### config.mk
export PLATFORM = sky130hd
export DESIGN_NAME = axi4l_regbank
export DESIGN_NICKNAME = d
export VERILOG_FILES = /design/src/rtl/axi4l_regbank_pkg.sv /design/src/rtl/axi4l_regbank_irq.sv /design/src/rtl/axi4l_regbank.sv
export SDC_FILE = /design/constraint.sdc
export NUM_CORES = 1
export LEC_CHECK = 0
export CAP_MARGIN = 20
export CORE_ASPECT_RATIO = 0.9
export CORE_UTILIZATION = 34
export CTS_CLUSTER_DIAMETER = 120
export CTS_CLUSTER_SIZE = 12
export DETAILED_ROUTE_END_ITERATION = 6
export GPL_TIMING_DRIVEN = 0
export HOLD_SLACK_MARGIN = 0.06
export PLACE_DENSITY = 0.58
export SYNTH_ARGS = -nofsm -noshare
export SYNTH_HDL_FRONTEND = slang
export SYNTH_SLANG_ARGS = --single-unit
### constraint.sdc
create_clock -name aclk -period 7.5 [get_ports aclk]
set_clock_uncertainty 0.05 [all_clocks]
set_input_delay 1.5 -clock aclk [delete_from_list [all_inputs] [get_ports aclk]]
set_output_delay 1.5 -clock aclk [all_outputs]
set_load 0.01 [all_outputs]
### src/rtl/axi4l_regbank_pkg.sv
`default_nettype none
// ============================================================================
// Module  : axi4l_regbank_pkg
// Brief   : Register map, constants and address decode for axi4l_regbank.
// Revision: 1.0 - initial release
// ============================================================================
package axi4l_regbank_pkg;

  localparam logic [31:0] DEFAULT_VERSION = 32'h0001_0000;
  localparam logic [31:0] UNMAPPED_RDATA  = 32'hDEAD_BEEF;

  localparam logic [31:0] ADDR_VERSION    = 32'd0;
  localparam logic [31:0] ADDR_SCRATCH    = 32'd1;
  localparam logic [31:0] ADDR_CONTROL    = 32'd2;
  localparam logic [31:0] ADDR_IRQ_STATUS = 32'd3;
  localparam logic [31:0] ADDR_IRQ_ENABLE = 32'd4;
  localparam logic [31:0] ADDR_EVT_COUNT  = 32'd5;

  localparam int CTRL_ENABLE_BIT   = 0;
  localparam int CTRL_SOFT_RST_BIT = 1;
  localparam int IRQ_WIDTH         = 8;

  typedef enum logic [2:0] {
    SEL_VERSION,
    SEL_SCRATCH,
    SEL_CONTROL,
    SEL_IRQ_STATUS,
    SEL_IRQ_ENABLE,
    SEL_EVT_COUNT,
    SEL_NONE
  } reg_sel_t;

  function automatic reg_sel_t decode_addr(input logic [31:0] addr);
    reg_sel_t sel;
    case (addr)
      ADDR_VERSION:    sel = SEL_VERSION;
      ADDR_SCRATCH:    sel = SEL_SCRATCH;
      ADDR_CONTROL:    sel = SEL_CONTROL;
      ADDR_IRQ_STATUS: sel = SEL_IRQ_STATUS;
      ADDR_IRQ_ENABLE: sel = SEL_IRQ_ENABLE;
      ADDR_EVT_COUNT:  sel = SEL_EVT_COUNT;
      default:         sel = SEL_NONE;
    endcase
    return sel;
  endfunction

endpackage
`default_nettype wire

### src/rtl/axi4l_regbank_irq.sv
`default_nettype none
// ============================================================================
// Module  : axi4l_regbank_irq
// Brief   : Interrupt status (W1C, set-wins), enable register and irq output.
// Revision: 1.0 - initial release
// ============================================================================
module axi4l_regbank_irq
  import axi4l_regbank_pkg::*;
(
  input  logic                 clk,
  input  logic                 rst,
  input  logic [IRQ_WIDTH-1:0] irq_event,
  input  logic                 enable_we,
  input  logic                 status_w1c,
  input  logic [IRQ_WIDTH-1:0] wr_data,
  output logic [IRQ_WIDTH-1:0] status,
  output logic [IRQ_WIDTH-1:0] enable,
  output logic                 irq
);

  logic [IRQ_WIDTH-1:0] clear_mask;
  logic [IRQ_WIDTH-1:0] status_next;

  // Event OR-ed in after the clear so a coincident set wins.
  always_comb begin
    clear_mask  = status_w1c ? wr_data : '0;
    status_next = (status & ~clear_mask) | irq_event;
  end

  always_ff @(posedge clk or posedge rst) begin
    if (rst) begin
      status <= '0;
      enable <= '0;
      irq    <= 1'b0;
    end else begin
      status <= status_next;
      if (enable_we) begin
        enable <= wr_data;
      end
      irq <= |(status & enable);
    end
  end

endmodule
`default_nettype wire

### src/rtl/axi4l_regbank.sv
`default_nettype none
// ============================================================================
// Module  : axi4l_regbank
// Brief   : Register bank with 1-cycle write/read ack, IRQ and event counter.
// Revision: 1.0 - initial release
// ============================================================================
module axi4l_regbank
  import axi4l_regbank_pkg::*;
#(
  parameter int          C_ADDR_WIDTH = 12,
  parameter int          C_DATA_WIDTH = 32,
  parameter logic [31:0] C_VERSION    = DEFAULT_VERSION
) (
  input  logic                    aclk,
  input  logic                    areset,
  input  logic [C_ADDR_WIDTH-3:0] wr_addr,
  input  logic                    wr_req,
  input  logic [3:0]              wr_be,
  input  logic [31:0]             wr_data,
  output logic                    wr_ack,
  input  logic [C_ADDR_WIDTH-3:0] rd_addr,
  input  logic                    rd_req,
  output logic [31:0]             rd_data,
  output logic                    rd_ack,
  input  logic [IRQ_WIDTH-1:0]    irq_event,
  input  logic                    cnt_event,
  output logic                    ctrl_enable,
  output logic                    ctrl_soft_rst,
  output logic                    irq
);

  if (C_DATA_WIDTH != 32) begin : g_bad_data_width
    $error("axi4l_regbank: C_DATA_WIDTH must be 32");
  end

  reg_sel_t             wr_sel;
  reg_sel_t             rd_sel;
  logic                 scratch_we;
  logic                 control_we;
  logic                 irq_en_we;
  logic                 irq_w1c;
  logic                 evt_clear;
  logic [31:0]          evt_base;
  logic [31:0]          evt_next;
  logic [31:0]          rd_value;
  logic [31:0]          scratch;
  logic [31:0]          evt_count;
  logic [IRQ_WIDTH-1:0] irq_status;
  logic [IRQ_WIDTH-1:0] irq_enable;

  always_comb begin
    wr_sel     = decode_addr(32'(wr_addr));
    rd_sel     = decode_addr(32'(rd_addr));
    scratch_we = wr_req && (wr_sel == SEL_SCRATCH);
    control_we = wr_req && (wr_sel == SEL_CONTROL) && wr_be[0];
    irq_en_we  = wr_req && (wr_sel == SEL_IRQ_ENABLE) && wr_be[0];
    irq_w1c    = wr_req && (wr_sel == SEL_IRQ_STATUS) && wr_be[0];
    evt_clear  = wr_req && (wr_sel == SEL_EVT_COUNT) && wr_be[0];
  end

  // Clear is applied before the increment so clear+event yields 1.
  always_comb begin
    evt_base = evt_clear ? 32'd0 : evt_count;
    evt_next = evt_base;
    if (cnt_event && (evt_base != 32'hFFFF_FFFF)) begin
      evt_next = evt_base + 32'd1;
    end
  end

  always_comb begin
    rd_value = UNMAPPED_RDATA;
    case (rd_sel)
      SEL_VERSION:    rd_value = C_VERSION;
      SEL_SCRATCH:    rd_value = scratch;
      SEL_CONTROL:    rd_value = {31'd0, ctrl_enable};
      SEL_IRQ_STATUS: rd_value = {{(32-IRQ_WIDTH){1'b0}}, irq_status};
      SEL_IRQ_ENABLE: rd_value = {{(32-IRQ_WIDTH){1'b0}}, irq_enable};
      SEL_EVT_COUNT:  rd_value = evt_count;
      default:        rd_value = UNMAPPED_RDATA;
    endcase
  end

  always_ff @(posedge aclk or posedge areset) begin
    if (areset) begin
      scratch <= '0;
    end else if (scratch_we) begin
      for (int b = 0; b < 4; b++) begin
        if (wr_be[b]) begin
          scratch[8*b +: 8] <= wr_data[8*b +: 8];
        end
      end
    end
  end

  always_ff @(posedge aclk or posedge areset) begin
    if (areset) begin
      wr_ack        <= 1'b0;
      rd_ack        <= 1'b0;
      rd_data       <= '0;
      ctrl_enable   <= 1'b0;
      ctrl_soft_rst <= 1'b0;
      evt_count     <= '0;
    end else begin
      wr_ack        <= wr_req;
      rd_ack        <= rd_req;
      ctrl_soft_rst <= control_we && wr_data[CTRL_SOFT_RST_BIT];
      evt_count     <= evt_next;
      if (rd_req) begin
        rd_data <= rd_value;
      end
      if (control_we) begin
        ctrl_enable <= wr_data[CTRL_ENABLE_BIT];
      end
    end
  end

  axi4l_regbank_irq u_irq (
    .clk        (aclk),
    .rst        (areset),
    .irq_event  (irq_event),
    .enable_we  (irq_en_we),
    .status_w1c (irq_w1c),
    .wr_data    (wr_data[IRQ_WIDTH-1:0]),
    .status     (irq_status),
    .enable     (irq_enable),
    .irq        (irq)
  );

endmodule
`default_nettype wire

## Word level (Yosys, flattened, before mapping)

Index checks and enable logic that the tools add are counted.

- Add/sub/neg operators: 1
- Equality and inequality tests: 21
- Multiplexer cells: 6
- Reductions and logical operators: 19
- Bitwise gates (word level): 4

Operators by type and width:

| kind | count |
|---|---|
| 32-bit one-hot mux with 6 select lines | 1 |
| 32-bit 2-to-1 mux | 2 |
| 10-bit by 2-bit equality test with 1-bit output, second input constant | 4 |
| 10-bit by 3-bit equality test with 1-bit output, second input constant | 4 |
| 3-bit one-hot mux with 6 select lines | 2 |
| 32-bit by 1-bit adder with 32-bit output, second input constant | 1 |
| 32-bit inequality test, second input constant | 1 |
| 10-bit by 1-bit equality test with 1-bit output, second input constant | 2 |
| 10-bit logical NOT | 2 |
| 8-bit AND | 2 |
| 3-bit by 2-bit equality test with 1-bit output, second input constant | 4 |
| 3-bit equality test, second input constant | 4 |
| 1-bit logical AND | 11 |
| 8-bit 2-to-1 mux | 1 |
| 8-bit NOT | 1 |
| 8-bit OR | 1 |
| 2-bit AND reduction | 4 |
| 8-bit OR reduction | 1 |
| 3-bit by 1-bit equality test with 1-bit output, second input constant | 2 |
| 3-bit logical NOT | 1 |

- Register bits: 117
- Word-level logic and storage cells: 64

## Longest topological paths before layout

Gate-level depths: netlist of run 1.

- Depth after elaboration: 9
- Gate-level depth with buffers: 10

## Modules after synthesis

A second synthesis of run 1 with hierarchy kept.

- Cell total of the unflattened synthesis: 522
- Area total of the unflattened synthesis: 5677.9 sq um

By module, submodules not included:

| module | cells each | instances | area each (sq um) | seq. area each (sq um) |
|---|---|---|---|---|
| axi4l_regbank | 473 | 1 | 4986.0 | 2502.4 |
| axi4l_regbank_irq | 49 | 1 | 691.9 | 425.4 |

## Worst setup path before layout of run 1

Ideal clock, no wire load.

- Kind: input -> register
- Start: in rd_addr[6]
- End: reg rd_data[14]
- Setup slack: 3.798 ns
- Data required time: 7.324 ns
- Arrival: 3.526 ns
- Stages: 9
- Library setup time: 0.126 ns
- Path through: nor4_2 -> nand2_1 -> nor2_1 -> nand2_1 -> ha_1 -> or3_1 -> and3_1 -> clkbuf_1 -> a221o_1

- Cells in the longest elaborated chain, start to end: 4
- Elaborated cells on any way between the ends: 14
- Classes of those cells: 10 x eq/ne; 2 x mux; 2 x reduce/logical

Ends and longest elaborated chain:

| item | RTL line | RTL |
|---|---|---|
| start: declaration | axi4l_regbank.sv:21 | `input logic [C_ADDR_WIDTH-3:0] rd_addr,` |
| 10-bit by 3-bit equality test with 1-bit output, or another cell as far along | axi4l_regbank_pkg.sv:35 | `case (addr)` |
| 3-bit one-hot mux with 6 select lines * | axi4l_regbank_pkg.sv:35 |  |
| 3-bit equality test, or another cell as far along | axi4l_regbank.sv:72 | `case (rd_sel)` |
| 32-bit one-hot mux with 6 select lines * | axi4l_regbank.sv:72 |  |
| end signal: assignment | axi4l_regbank.sv:109 | `rd_data <= rd_value;` |
| end: declaration | axi4l_regbank.sv:23 | `output logic [31:0] rd_data,` |

Every way passes the cells marked *; elsewhere a longest branch is shown, timed or not.
A chain may end at the register's enable or synchronous reset.

## Worst setup path in the final report of run 1

- Start: in rd_addr[6]
- End: reg rd_data[18]

The elaborated chain is that of the path after synthesis.

==> results.toml, run 1 <==
[drt]
viasPerCell = 5.37
initialDrtViolationCount = 374
vias = 4430
routedWlPerCell_um = 18.0
ant_nets = 0
firstDrtPassIters = 5
routed_wl_um = 14900
drc = 0

[logic_synthesis]
synth_area_leader_cell = "dfrtp_1"
syn-cell-area_um2 = 5410
async_reset_ff_frac = 1.00
syn_inst = 484
yosysMostFrequentCell = "dfrtp_1"
synth_warnings = 0
synthDistinctLibCells = 52
syn_area_per_cell_um2 = 11.2
synth_edf_count = 0
synthFlopType = "dfrtp_1"
ys_seq_area_frac = 0.541
synth_commonest_cells = "117 x dfrtp_1, 50 x nor2_1, 49 x mux2_2, 33 x nand2_1, 32 x a21oi_1"
synth_fp_nets = 554
synth_top_cell_area_share = 0.541
synth-seq-cells = 117
ys_top_cells_by_area = "dfrtp_1 54%, mux2_2 10%, nor2_1 3.5%"

[critical_path]
end_kind = "flop"
crit_path_cell_trace = "clkdlybuf4s50_1 -> nor4_2 -> nand2_1 -> nor2_1 -> nand2_1 -> ha_1 -> nor3_1 -> clkbuf_1 -> a221oi_1 -> a21oi_1"
critPathSlowestCell = "nor3_1"
worstSetupPathType = "in2reg"
worstSetupStartpointType = "input port"
worstPathArrival_ns = 4.66
cpPeakStageDelay_ns = 0.70
path_buf_inv = 2
path_max_fanout = 10
cp_common_cell = "nand2_1"
critPathTopFamily = "simple AND/OR/NAND/NOR gates"
cp.required_ns = 7.79

[timing]
fin_crit_ns = 4.37
maxSlewHeadroom = 0.445
tightest_slew_ns = 0.826
fin_tns_setup_ns = 0
drv_slew = 0
whs_ns = 0.452
setup_viol = 0
final-hold-violation-count = 0
timing.fmax_mhz = 229
rsz0062_at_grt = "no"
fin_crit_sh = 0.583

[clocking]
cts_sinks = 117
cts_buffers = 17
clk_pin_slew_ns = 0.05
cts_root_buffer = "clkbuf_16"
clockBufferDepth = 2
tritoncts = "built"
htreeDepth = 4
hold_buffers = 0
cts_resized = 0
clock_latency_ns = 0.42
post_cts_buffers = 0

[place]
post_dp_cell_area_um2 = 6750
gp_congestion = 0.852
placedCellCount = 793
dpl.hpwl_um = 10800
port_buffers = 105

[global_routing]
grt_first_pass_wirelength_um = 23800
antenna_found_initial = 0
grt_max_degree = 74
track_usage = 0.192
grt.overflow.total = 0
grtUsageMet2 = 0.306
use_met1 = 0.256
grt_pass1_vias = 4435
busiest_layer = "met2"
gr-usage-met3 = 0.0433

[die]
fp.dieH_um = 122
rows = 43
coreArea_um2 = 15500
io_pins = 106
die_x_um = 135
die_area_um2 = 16400
initial_utilization = 0.349

[layout]
fin_cells = 825
area_growth_pct = 34.9
diodes = 0
nNetsFinal = 680
final_area_um2 = 7300
drive_above_1_share = 0.157

[min_path]
holdCritPathClass = "reg2reg"

[power]
vdd.ir_drop.worst_uv = 160
powerDensity_nw_per_um2 = 209
finalPower_uw = 1530
leakagePower_uw = 0.00302

[run]
max_cap_violations = 0

[outcome]
status = "finished clean"
final timing paths:
path | from | endpoint | slack, ns | cells after the start
setup / recovery | rd_addr[6] | rd_data[18] | 3.13 | 10
hold reg to reg | scratch[14] | rd_data[14] | 0.45 | 1
max in group asynchronous | areset | evt_count[21] | 5.28 | 3
hold / removal | scratch[14] | rd_data[14] | 0.45 | 1
min in group asynchronous | areset | u_irq.status[3] | 1.42 | 2
setup reg to reg | evt_count[3] | evt_count[30] | 5.03 | 5
flip-flops by register name, summed over array words and instances, names as in the netlist:
name / cells
ctrl_enable: 1
ctrl_soft_rst: 1
evt_count: 32
rd_ack: 1
rd_data: 32
scratch: 32
u_irq.enable: 8
u_irq.irq: 1
u_irq.status: 8
wr_ack: 1
kinds of logic (layout without fill, tap and decap cells):
kind of cell	after synthesis	count (layout)	share of synthesized area
AO/OA/AOI/OAI	108	108	0.140
XOR/XNOR	13	13	0.0211
adder cells (fa/ha/maj)	1	1	0.00231
buffers and inverters	27	166	0.0190
flip-flops	117	117	0.541
multiplexers	50	50	0.104
AND/OR/NAND/NOR	168	168	0.172
final cells by class:
cell class | instances | area [um2]
Buffer | 21 | 80.1
Clock buffer | 18 | 429
Clock inverter | 14 | 114
Fill cell | 1415 | 8200
Inverter | 6 | 27.5
Multi-Input combinational cell | 340 | 2380
Sequential cell | 117 | 2930
Tap cell | 202 | 253
Timing Repair Buffer | 107 | 1090
report_power, final:
part	leakage [uW]	internal [uW]	switching, uW
sequential	0.00145	649	23.4
clock	0.000253	450	291
combinational	0.00132	62.7	52.7
total	0.00302	1160	367
stage by stage:
| step | setup WS [ns] | utilization |
|---|---|---|
| after CTS | 3.17 | 0.471 |
| final | 3.13 | 0.471 |
| after global placement | 1.15 | 0.433 |
| after floorplan | 2.85 | - |
| after global routing | 2.94 | 0.471 |
| after detailed placement | 2.75 | 0.436 |
cell usage in the layout (no fill, tap or decap), types with 3 or more instances in the layout:
cell type	instances
or4_1	4
o21ai_0	11
inv_1	5
a21oi_1	32
clkinvlp_4	6
a31oi_1	9
clkbuf_16	17
nand4_1	9
nand3_1	17
nor4_1	4
nor3_1	5
dfrtp_1	117
clkbuf_1	21
mux2_2	49
nor2_1	50
xor2_1	5
xnor2_1	8
nand2_1	33
o31ai_1	3
a21o_1	10
a222oi_1	7
clkdlybuf4s50_1	105
nor2b_1	7
a221o_1	7
a22oi_1	5
a221oi_1	17
or3_1	7
clkinv_2	6
and3_1	8
routing by layer:
| layer | vias up | wire [um] |
|---|---|---|
| met3 | 16 | 711 |
| met4 | 0 | 255 |
| met1 | 2220 | 6730 |
| met2 | 116 | 7170 |
| li1 | 2078 | - |
| met5 | - | 0 |
Power figures use the tool's default switching activity.
==> run 2, diff against run 1 <==
Clock period 7.5 ns to 4.4 ns, I/O delays scaled along.
==> results of run 2 <==
The final DEF is identical to that of run 1. Status: finished clean.
Main changes from that run: setup slack after placement 2.75 ns -> 0.270 ns; setup slack after layout 3.13 ns -> 0.649 ns; register-to-register setup slack 5.03 ns -> 1.93 ns; total power 1530 uW -> 2600 uW; worst IR drop on VDD 160 uV -> 272 uV
